### src/rtl/fifo_pkg.sv
// rtl/fifo_pkg.sv - shared types and pointer helpers for the dual-clock FIFO halves
//
// Purpose: FSM state encoding, DEPTH derivation and Gray/binary pointer
// conversion shared by the write-side and read-side halves of the FIFO.
// Ports: none (package).
// Helpers operate on a fixed PTR_MAX_W-bit word; callers zero-extend their
// pointer and take back the low bits.
package fifo_pkg;

  localparam int PTR_MAX_W = 32;

  typedef enum logic {
    ST_BUSY = 1'b0,
    ST_RUN  = 1'b1
  } fifo_state_e;

  function automatic int fifo_depth(input int aw);
    return 1 << aw;
  endfunction

  function automatic logic [PTR_MAX_W-1:0] bin2gray(input logic [PTR_MAX_W-1:0] b);
    return b ^ (b >> 1);
  endfunction

  // Each binary bit is the XOR of all Gray bits at and above it.
  function automatic logic [PTR_MAX_W-1:0] gray2bin(input logic [PTR_MAX_W-1:0] g);
    logic [PTR_MAX_W-1:0] b;
    b[PTR_MAX_W-1] = g[PTR_MAX_W-1];
    for (int i = PTR_MAX_W - 2; i >= 0; i--) begin
      b[i] = b[i+1] ^ g[i];
    end
    return b;
  endfunction

endpackage

### src/rtl/cdc_sync_2ff.sv
// rtl/cdc_sync_2ff.sv - two-flop synchronizer for a multi-bit Gray-coded bus
//
// Purpose: brings a Gray-coded pointer from a foreign clock domain into clk.
// Only one bit changes per step, so per-bit synchronization is coherent.
// Ports:
//   clk  in   destination clock
//   rst  in   asynchronous, active-low reset (clears both stages)
//   d    in   W-bit value from the source domain
//   q    out  W-bit value, two clk edges later
module cdc_sync_2ff
  import fifo_pkg::*;
#(
  parameter int W = 1
) (
  input  logic         clk,
  input  logic         rst,
  input  logic [W-1:0] d,
  output logic [W-1:0] q
);

  logic [W-1:0] meta_q, meta_d;
  logic [W-1:0] sync_q, sync_d;

  always_comb begin
    meta_d = d;
    sync_d = meta_q;
  end

  always_ff @(posedge clk or negedge rst) begin
    if (!rst) begin
      meta_q <= '0;
      sync_q <= '0;
    end else begin
      meta_q <= meta_d;
      sync_q <= sync_d;
    end
  end

  assign q = sync_q;

endmodule

### src/rtl/async_fifo_wr_port.sv
// rtl/async_fifo_wr_port.sv - write-side half of the dual-clock FIFO
//
// Purpose: owns the write pointer, the RAM write port, full/almost_full and
// occupancy generation, and the post-reset busy window. Exports the Gray
// write pointer and takes the read pointer back through a 2-FF synchronizer.
// Optional macro ASYNC_FIFO_WR_STATUS_EN: when defined, wr_ack/overflow are
// generated; otherwise both are tied low and their flops are absent.
// Ports:
//   wr_clk         in   write clock
//   rst            in   asynchronous, active-low reset
//   wr_en          in   write request
//   wr_data        in   write data (DW)
//   rd_ptr_gray    in   read pointer, Gray, read clock domain (AW+1)
//   wr_ptr_gray    out  registered write pointer, Gray (AW+1)
//   mem_we         out  RAM write enable
//   mem_waddr      out  RAM write address (AW)
//   mem_wdata      out  RAM write data (DW)
//   full           out  FIFO full
//   almost_full    out  occupancy >= DEPTH-AF_GAP
//   wr_rst_busy    out  post-reset busy window
//   wr_data_count  out  occupancy seen from the write side, 0..DEPTH (AW+1)
//   wr_ack         out  previous-cycle write accepted
//   overflow       out  previous-cycle write rejected because full
module async_fifo_wr_port
  import fifo_pkg::*;
#(
  parameter int DW           = 8,
  parameter int AW           = 8,
  parameter int AF_GAP       = 1,
  parameter int RST_BUSY_CYC = 4
) (
  input  logic          wr_clk,
  input  logic          rst,
  input  logic          wr_en,
  input  logic [DW-1:0] wr_data,
  input  logic [AW:0]   rd_ptr_gray,
  output logic [AW:0]   wr_ptr_gray,
  output logic          mem_we,
  output logic [AW-1:0] mem_waddr,
  output logic [DW-1:0] mem_wdata,
  output logic          full,
  output logic          almost_full,
  output logic          wr_rst_busy,
  output logic [AW:0]   wr_data_count,
  output logic          wr_ack,
  output logic          overflow
);

  localparam int            DEPTH     = fifo_depth(AW);
  localparam logic [AW:0]   AF_LEVEL  = (AW+1)'(DEPTH - AF_GAP);
  localparam int            BCW       = (RST_BUSY_CYC > 1) ? $clog2(RST_BUSY_CYC) : 1;
  localparam logic [BCW-1:0] BUSY_LAST = BCW'(RST_BUSY_CYC - 1);

  fifo_state_e    state_q, state_d;
  logic [BCW-1:0] busy_cnt_q, busy_cnt_d;
  logic [AW:0]    wr_ptr_bin_q, wr_ptr_bin_d;
  logic [AW:0]    wr_ptr_gray_q, wr_ptr_gray_d;
  logic           mem_we_q, mem_we_d;
  logic [AW-1:0]  mem_waddr_q, mem_waddr_d;
  logic [DW-1:0]  mem_wdata_q, mem_wdata_d;
  logic           full_q, full_d;
  logic           almost_full_q, almost_full_d;
  logic [AW:0]    count_q, count_d;

  logic [AW:0]          rd_sync;
  logic [AW:0]          rd_bin;
  logic [PTR_MAX_W-1:0] rd_bin_w;
  logic [AW:0]          nxt_bin;
  logic [AW:0]          nxt_gray;
  logic [PTR_MAX_W-1:0] nxt_gray_w;
  logic                 run;
  logic                 wr_accept;
  logic                 full_calc;
  logic                 af_calc;
  logic [AW:0]          count_calc;
  logic                 unused_hi;

  cdc_sync_2ff #(.W(AW+1)) u_rd_sync (
    .clk (wr_clk),
    .rst (rst),
    .d   (rd_ptr_gray),
    .q   (rd_sync)
  );

  assign run       = (state_q == ST_RUN);
  // Registered full gates acceptance, so a write on the edge where full
  // rises still lands and the following request is the one rejected.
  assign wr_accept = run & wr_en & ~full_q;

  assign nxt_bin    = wr_ptr_bin_q + {{AW{1'b0}}, wr_accept};
  assign nxt_gray_w = bin2gray(PTR_MAX_W'(nxt_bin));
  assign nxt_gray   = nxt_gray_w[AW:0];

  assign rd_bin_w = gray2bin(PTR_MAX_W'(rd_sync));
  assign rd_bin   = rd_bin_w[AW:0];

  // Upper helper bits are always zero for zero-extended pointers.
  assign unused_hi = ^{rd_bin_w[PTR_MAX_W-1:AW+1], nxt_gray_w[PTR_MAX_W-1:AW+1]};

  // Full when the write pointer is exactly one lap ahead: in Gray form
  // that is the top two bits inverted and the rest equal.
  assign full_calc  = (nxt_gray == {~rd_sync[AW:AW-1], rd_sync[AW-2:0]});
  assign count_calc = nxt_bin - rd_bin;
  assign af_calc    = (count_calc >= AF_LEVEL);

  always_comb begin
    state_d       = state_q;
    busy_cnt_d    = busy_cnt_q;
    wr_ptr_bin_d  = nxt_bin;
    wr_ptr_gray_d = nxt_gray;
    mem_we_d      = wr_accept;
    mem_waddr_d   = wr_accept ? wr_ptr_bin_q[AW-1:0] : mem_waddr_q;
    mem_wdata_d   = wr_accept ? wr_data : mem_wdata_q;
    full_d        = 1'b1;
    almost_full_d = 1'b1;
    count_d       = '0;

    case (state_q)
      ST_BUSY: begin
        if (busy_cnt_q == BUSY_LAST) begin
          state_d = ST_RUN;
        end else begin
          busy_cnt_d = busy_cnt_q + 1'b1;
        end
      end
      ST_RUN: begin
        state_d = ST_RUN;
      end
    endcase

    // Flags hold their pessimistic reset values while busy and pick up the
    // computed values on the very edge that leaves BUSY.
    if (state_d == ST_RUN) begin
      full_d        = full_calc;
      almost_full_d = af_calc;
      count_d       = count_calc;
    end
  end

  always_ff @(posedge wr_clk or negedge rst) begin
    if (!rst) begin
      state_q       <= ST_BUSY;
      busy_cnt_q    <= '0;
      wr_ptr_bin_q  <= '0;
      wr_ptr_gray_q <= '0;
      mem_we_q      <= 1'b0;
      mem_waddr_q   <= '0;
      mem_wdata_q   <= '0;
      full_q        <= 1'b1;
      almost_full_q <= 1'b1;
      count_q       <= '0;
    end else begin
      state_q       <= state_d;
      busy_cnt_q    <= busy_cnt_d;
      wr_ptr_bin_q  <= wr_ptr_bin_d;
      wr_ptr_gray_q <= wr_ptr_gray_d;
      mem_we_q      <= mem_we_d;
      mem_waddr_q   <= mem_waddr_d;
      mem_wdata_q   <= mem_wdata_d;
      full_q        <= full_d;
      almost_full_q <= almost_full_d;
      count_q       <= count_d;
    end
  end

  assign wr_ptr_gray   = wr_ptr_gray_q;
  assign mem_we        = mem_we_q;
  assign mem_waddr     = mem_waddr_q;
  assign mem_wdata     = mem_wdata_q;
  assign full          = full_q;
  assign almost_full   = almost_full_q;
  assign wr_rst_busy   = ~run;
  assign wr_data_count = count_q;

`ifdef ASYNC_FIFO_WR_STATUS_EN
  logic wr_reject;
  logic wr_ack_q, wr_ack_d;
  logic overflow_q, overflow_d;

  assign wr_reject = run & wr_en & full_q;

  always_comb begin
    wr_ack_d   = wr_accept;
    overflow_d = wr_reject;
  end

  always_ff @(posedge wr_clk or negedge rst) begin
    if (!rst) begin
      wr_ack_q   <= 1'b0;
      overflow_q <= 1'b0;
    end else begin
      wr_ack_q   <= wr_ack_d;
      overflow_q <= overflow_d;
    end
  end

  assign wr_ack   = wr_ack_q;
  assign overflow = overflow_q;
`else
  assign wr_ack   = 1'b0;
  assign overflow = 1'b0;
`endif

endmodule

### config.mk
export PLATFORM = sky130hd
export DESIGN_NAME = async_fifo_wr_port
export DESIGN_NICKNAME = d
export VERILOG_FILES = /design/src/rtl/fifo_pkg.sv /design/src/rtl/cdc_sync_2ff.sv /design/src/rtl/async_fifo_wr_port.sv
export SDC_FILE = /design/constraint.sdc
export NUM_CORES = 1
export LEC_CHECK = 0
export BUFFER_PORTS_ARGS = -buffer_cell sky130_fd_sc_hd__buf_4
export CAP_MARGIN = 10
export CORE_MARGIN = 2
export CORE_UTILIZATION = 45
export CTS_BUF_LIST = sky130_fd_sc_hd__clkbuf_2 sky130_fd_sc_hd__clkbuf_4 sky130_fd_sc_hd__clkbuf_8
export DETAILED_ROUTE_END_ITERATION = 7
export PLACE_DENSITY = 0.65
export SYNTH_ARGS = -nofsm -noshare
export SYNTH_HDL_FRONTEND = slang
export SYNTH_SLANG_ARGS = --single-unit
### constraint.sdc
create_clock -name wr_clk -period 6.1 [get_ports wr_clk]
set_input_delay 0.305 -clock wr_clk [delete_from_list [all_inputs] [get_ports wr_clk]]
set_output_delay 0.305 -clock wr_clk [all_outputs]
set_load 0.05 [all_outputs]
==> run metrics <==
die width 82.6 um; Final nets 337; worst slew pin tran 0.787 ns; number of global-route vias before repair 1708; Synth Cell Area 2780 sq um; largest net degree at the start of global routing 67; unrepaired setup endpoints after global routing no; final core utilization 0.583; HP Class primary input to async pin; CTS H-tree depth 3; Die Footprint 6820 sq um; first-pass GRT wire length 7780 um; number of port buffers 57; antenna fix cells 0; kind of critical path register to register; post-route ant nets 0; Seq/Total Area, Yosys 0.595; period utilization 0.668; vias per inst 4.60; Max transition margin 0.475; WP data arrival 4.33 ns; top-area cell type share of the netlist area 0.576; post-route insts no fill 384; Area Overhead vs Synth 24.9%; post-synthesis cell type count 31; Total Routing Usage GR 0.156; Reg2Reg Depth 13; Seq cells post-synth 66; Final Hold Fails 0; final setup margin 2.02 ns; Row Count 28; fin crit period 4.08 ns; CP endpoint kind register; placed insts 369; setup violators final 0; Setup Fix Bufs, Post-CTS 0; Setup Skew 0.00710 ns; total detailed-routing wirelength 4810 um; clk buf depth 2; Lkg Pwr 1.73 nW; num ports 60; clk root buf clkbuf_8; GPL Wtd Cong 0.842; max_cap viols 0; VDD IR max 0.364 mV; DR WL/cell 12.5 um; CORE AREA 5960 sq um; DR vias 1765; clk_lat worst skew 0.33 ns; DP Wirelength 3450 um; residual DRC count 0; Pwr Density 549 nW/um^2; cts repair resizes 0; type of origin of the critical path register; setup_tns 0 ns; Starting Density 0.467; die extent in y 82.6 um; Reg clk slew, reported paths 0.07 ns; TritonCTS Buffers 9; Max Clk Rate 0.245 GHz; TritonCTS clock tree yes; first-pass detailed-route iteration total 4; gr ovfl total 0; post-place setup slack 2.03 ns; worst-path maximum fanout 17; run status complete, no violations; Yosys Warn Count 0; largest area contributor in the netlist dfrtp_1; fin. max-slew vios 0; Required @ worst endpoint 6.35 ns; Mean Syn Cell Area 11.5 sq um; top cells by area, synth dfrtp_1, nand2_1, xnor2_1; synthesized instance count 241; initial antenna violation count 0; layout cells sized above 1 0.265; DR iter-0 viols 76; CTS Sinks 66; CTS Hold Bufs 0
cell type report:
| cell class | count | area, sq um |
|---|---|---|
| well taps | 75 | 93.8 |
| fillers | 538 | 2480 |
| clock buffers | 12 | 153 |
| flip-flops and latches | 66 | 1650 |
| inverters | 12 | 45.0 |
| clock inverters | 3 | 40.0 |
| multi-input cells | 158 | 1050 |
| repair buffers | 58 | 435 |
routing by layer:
layer | track usage | vias up | wire [um]
met5 | 0 | - | 0
met4 | 0.0541 | 0 | 39
met3 | 0.0587 | 4 | 277
met2 | 0.233 | 47 | 2220
met1 | 0.209 | 836 | 2270
li1 | - | 878 | -
critical path, cell delays in order (launching register included):
cell and delay (ns):
dfstp_2 0.53, nand3b_1 0.51, clkinv_1 0.20, ha_1 0.26, ha_1 0.25, xor2_1 0.31, ha_1 0.32, nor2b_1 0.14
o21ai_0 0.15, nand2b_1 0.11, a311oi_1 0.40, xor2_1 0.13, or4_1 0.53, o211ai_1 0.17
cell usage in the layout, fill, tap and decap left out, types with 2 or more instances in the layout:
| master | netlist | routed |
|---|---|---|
| xor2_2 | 4 | 4 |
| or4_1 | 3 | 3 |
| and2_1 | 2 | 2 |
| ha_1 | 11 | 11 |
| nand2b_1 | 2 | 2 |
| dfstp_2 | 2 | 2 |
| xor2_1 | 16 | 16 |
| clkbuf_8 | 0 | 10 |
| conb_1 | 1 | 2 |
| nand3_1 | 5 | 5 |
| nor3_1 | 2 | 2 |
| o21ai_0 | 4 | 4 |
| nor2b_1 | 3 | 3 |
| clkinv_2 | 0 | 2 |
| dfrtp_1 | 64 | 64 |
| xnor2_1 | 21 | 21 |
| inv_1 | 11 | 11 |
| a21oi_1 | 2 | 2 |
| nor2_1 | 18 | 18 |
| clkbuf_4 | 0 | 2 |
| buf_4 | 3 | 58 |
| nand2_1 | 53 | 53 |
cell families (layout without fill, tap and decap cells):
logic type,after synthesis,after routing,synth area share
and+or+nand+nor,91,91,0.140
DFF,66,66,0.595
other,1,2,0.00135
xor gates and xnor gates,43,43,0.155
AOI/OAI and AO/OA,8,8,0.0167
adders and majority gates,12,12,0.0567
muxes,2,2,0.00765
buffers and inverters,18,85,0.0284
worst paths after layout:
| check | start | to | slack [ns] |
|---|---|---|---|
| max | full | almost_full | 2.02 |
| min | rst | u_rd_sync.q[4] | 0.06 |
| max reg2reg | full | almost_full | 2.02 |
| min reg2reg | u_rd_sync.meta_q[3] | u_rd_sync.q[3] | 0.35 |
| max in group asynchronous | rst | u_rd_sync.q[8] | 5.52 |
| min in group wr_clk | rd_ptr_gray[4] | u_rd_sync.meta_q[4] | 0.08 |
per-stage QoR:
step / hold WS (ns) / power [W] / instance area [sq um]
floorplan: 0.00941 / 0.00131 / 2780
global route: 0.0547 / 0.00204 / 3470
CTS: 0.0654 / 0.00193 / 3470
detailed placement: 0.335 / 0.00156 / 3280
finish: 0.0627 / 0.00191 / 3470
global placement: 0.332 / 0.00156 / 3280
state kept, by name, indices dropped and copies added (netlist names), 2 cells and up:
register          flops
u_rd_sync.q           9
mem_wdata             8
wr_ptr_bin_q          9
busy_cnt_q            2
mem_waddr             8
u_rd_sync.meta_q      9
wr_data_count         9
wr_ptr_gray           8
report_power, final:
group | internal (W) | switching (W)
Sequential | 0.000552 | 0.0000588
Clock | 0.000206 | 0.000152
Combinational | 0.000333 | 0.000604
Total | 0.00109 | 0.000815
Yosys cell counts:
cell type,number
conb_1,1
ha_1,11
nand4_1,1
fa_1,1
xor3_2,1
dfstp_2,2
nand2_1,53
nor2b_1,3
inv_1,11
o21ai_0,4
xnor2_2,1
dfrtp_1,64
nor3_1,2
nand2b_1,2
or4_1,3
o211ai_1,1
a311oi_1,1
buf_4,3
clkinv_1,1
and2_1,2
clkbuf_1,3
nor4_1,1
nand3b_1,1
mux2i_1,1
a21oi_1,2
xnor2_1,21
xor2_1,16
nand3_1,5
xor2_2,4
nor2_1,18
mux2_2,1
Note: power is estimated with default switching activity, not from simulation.
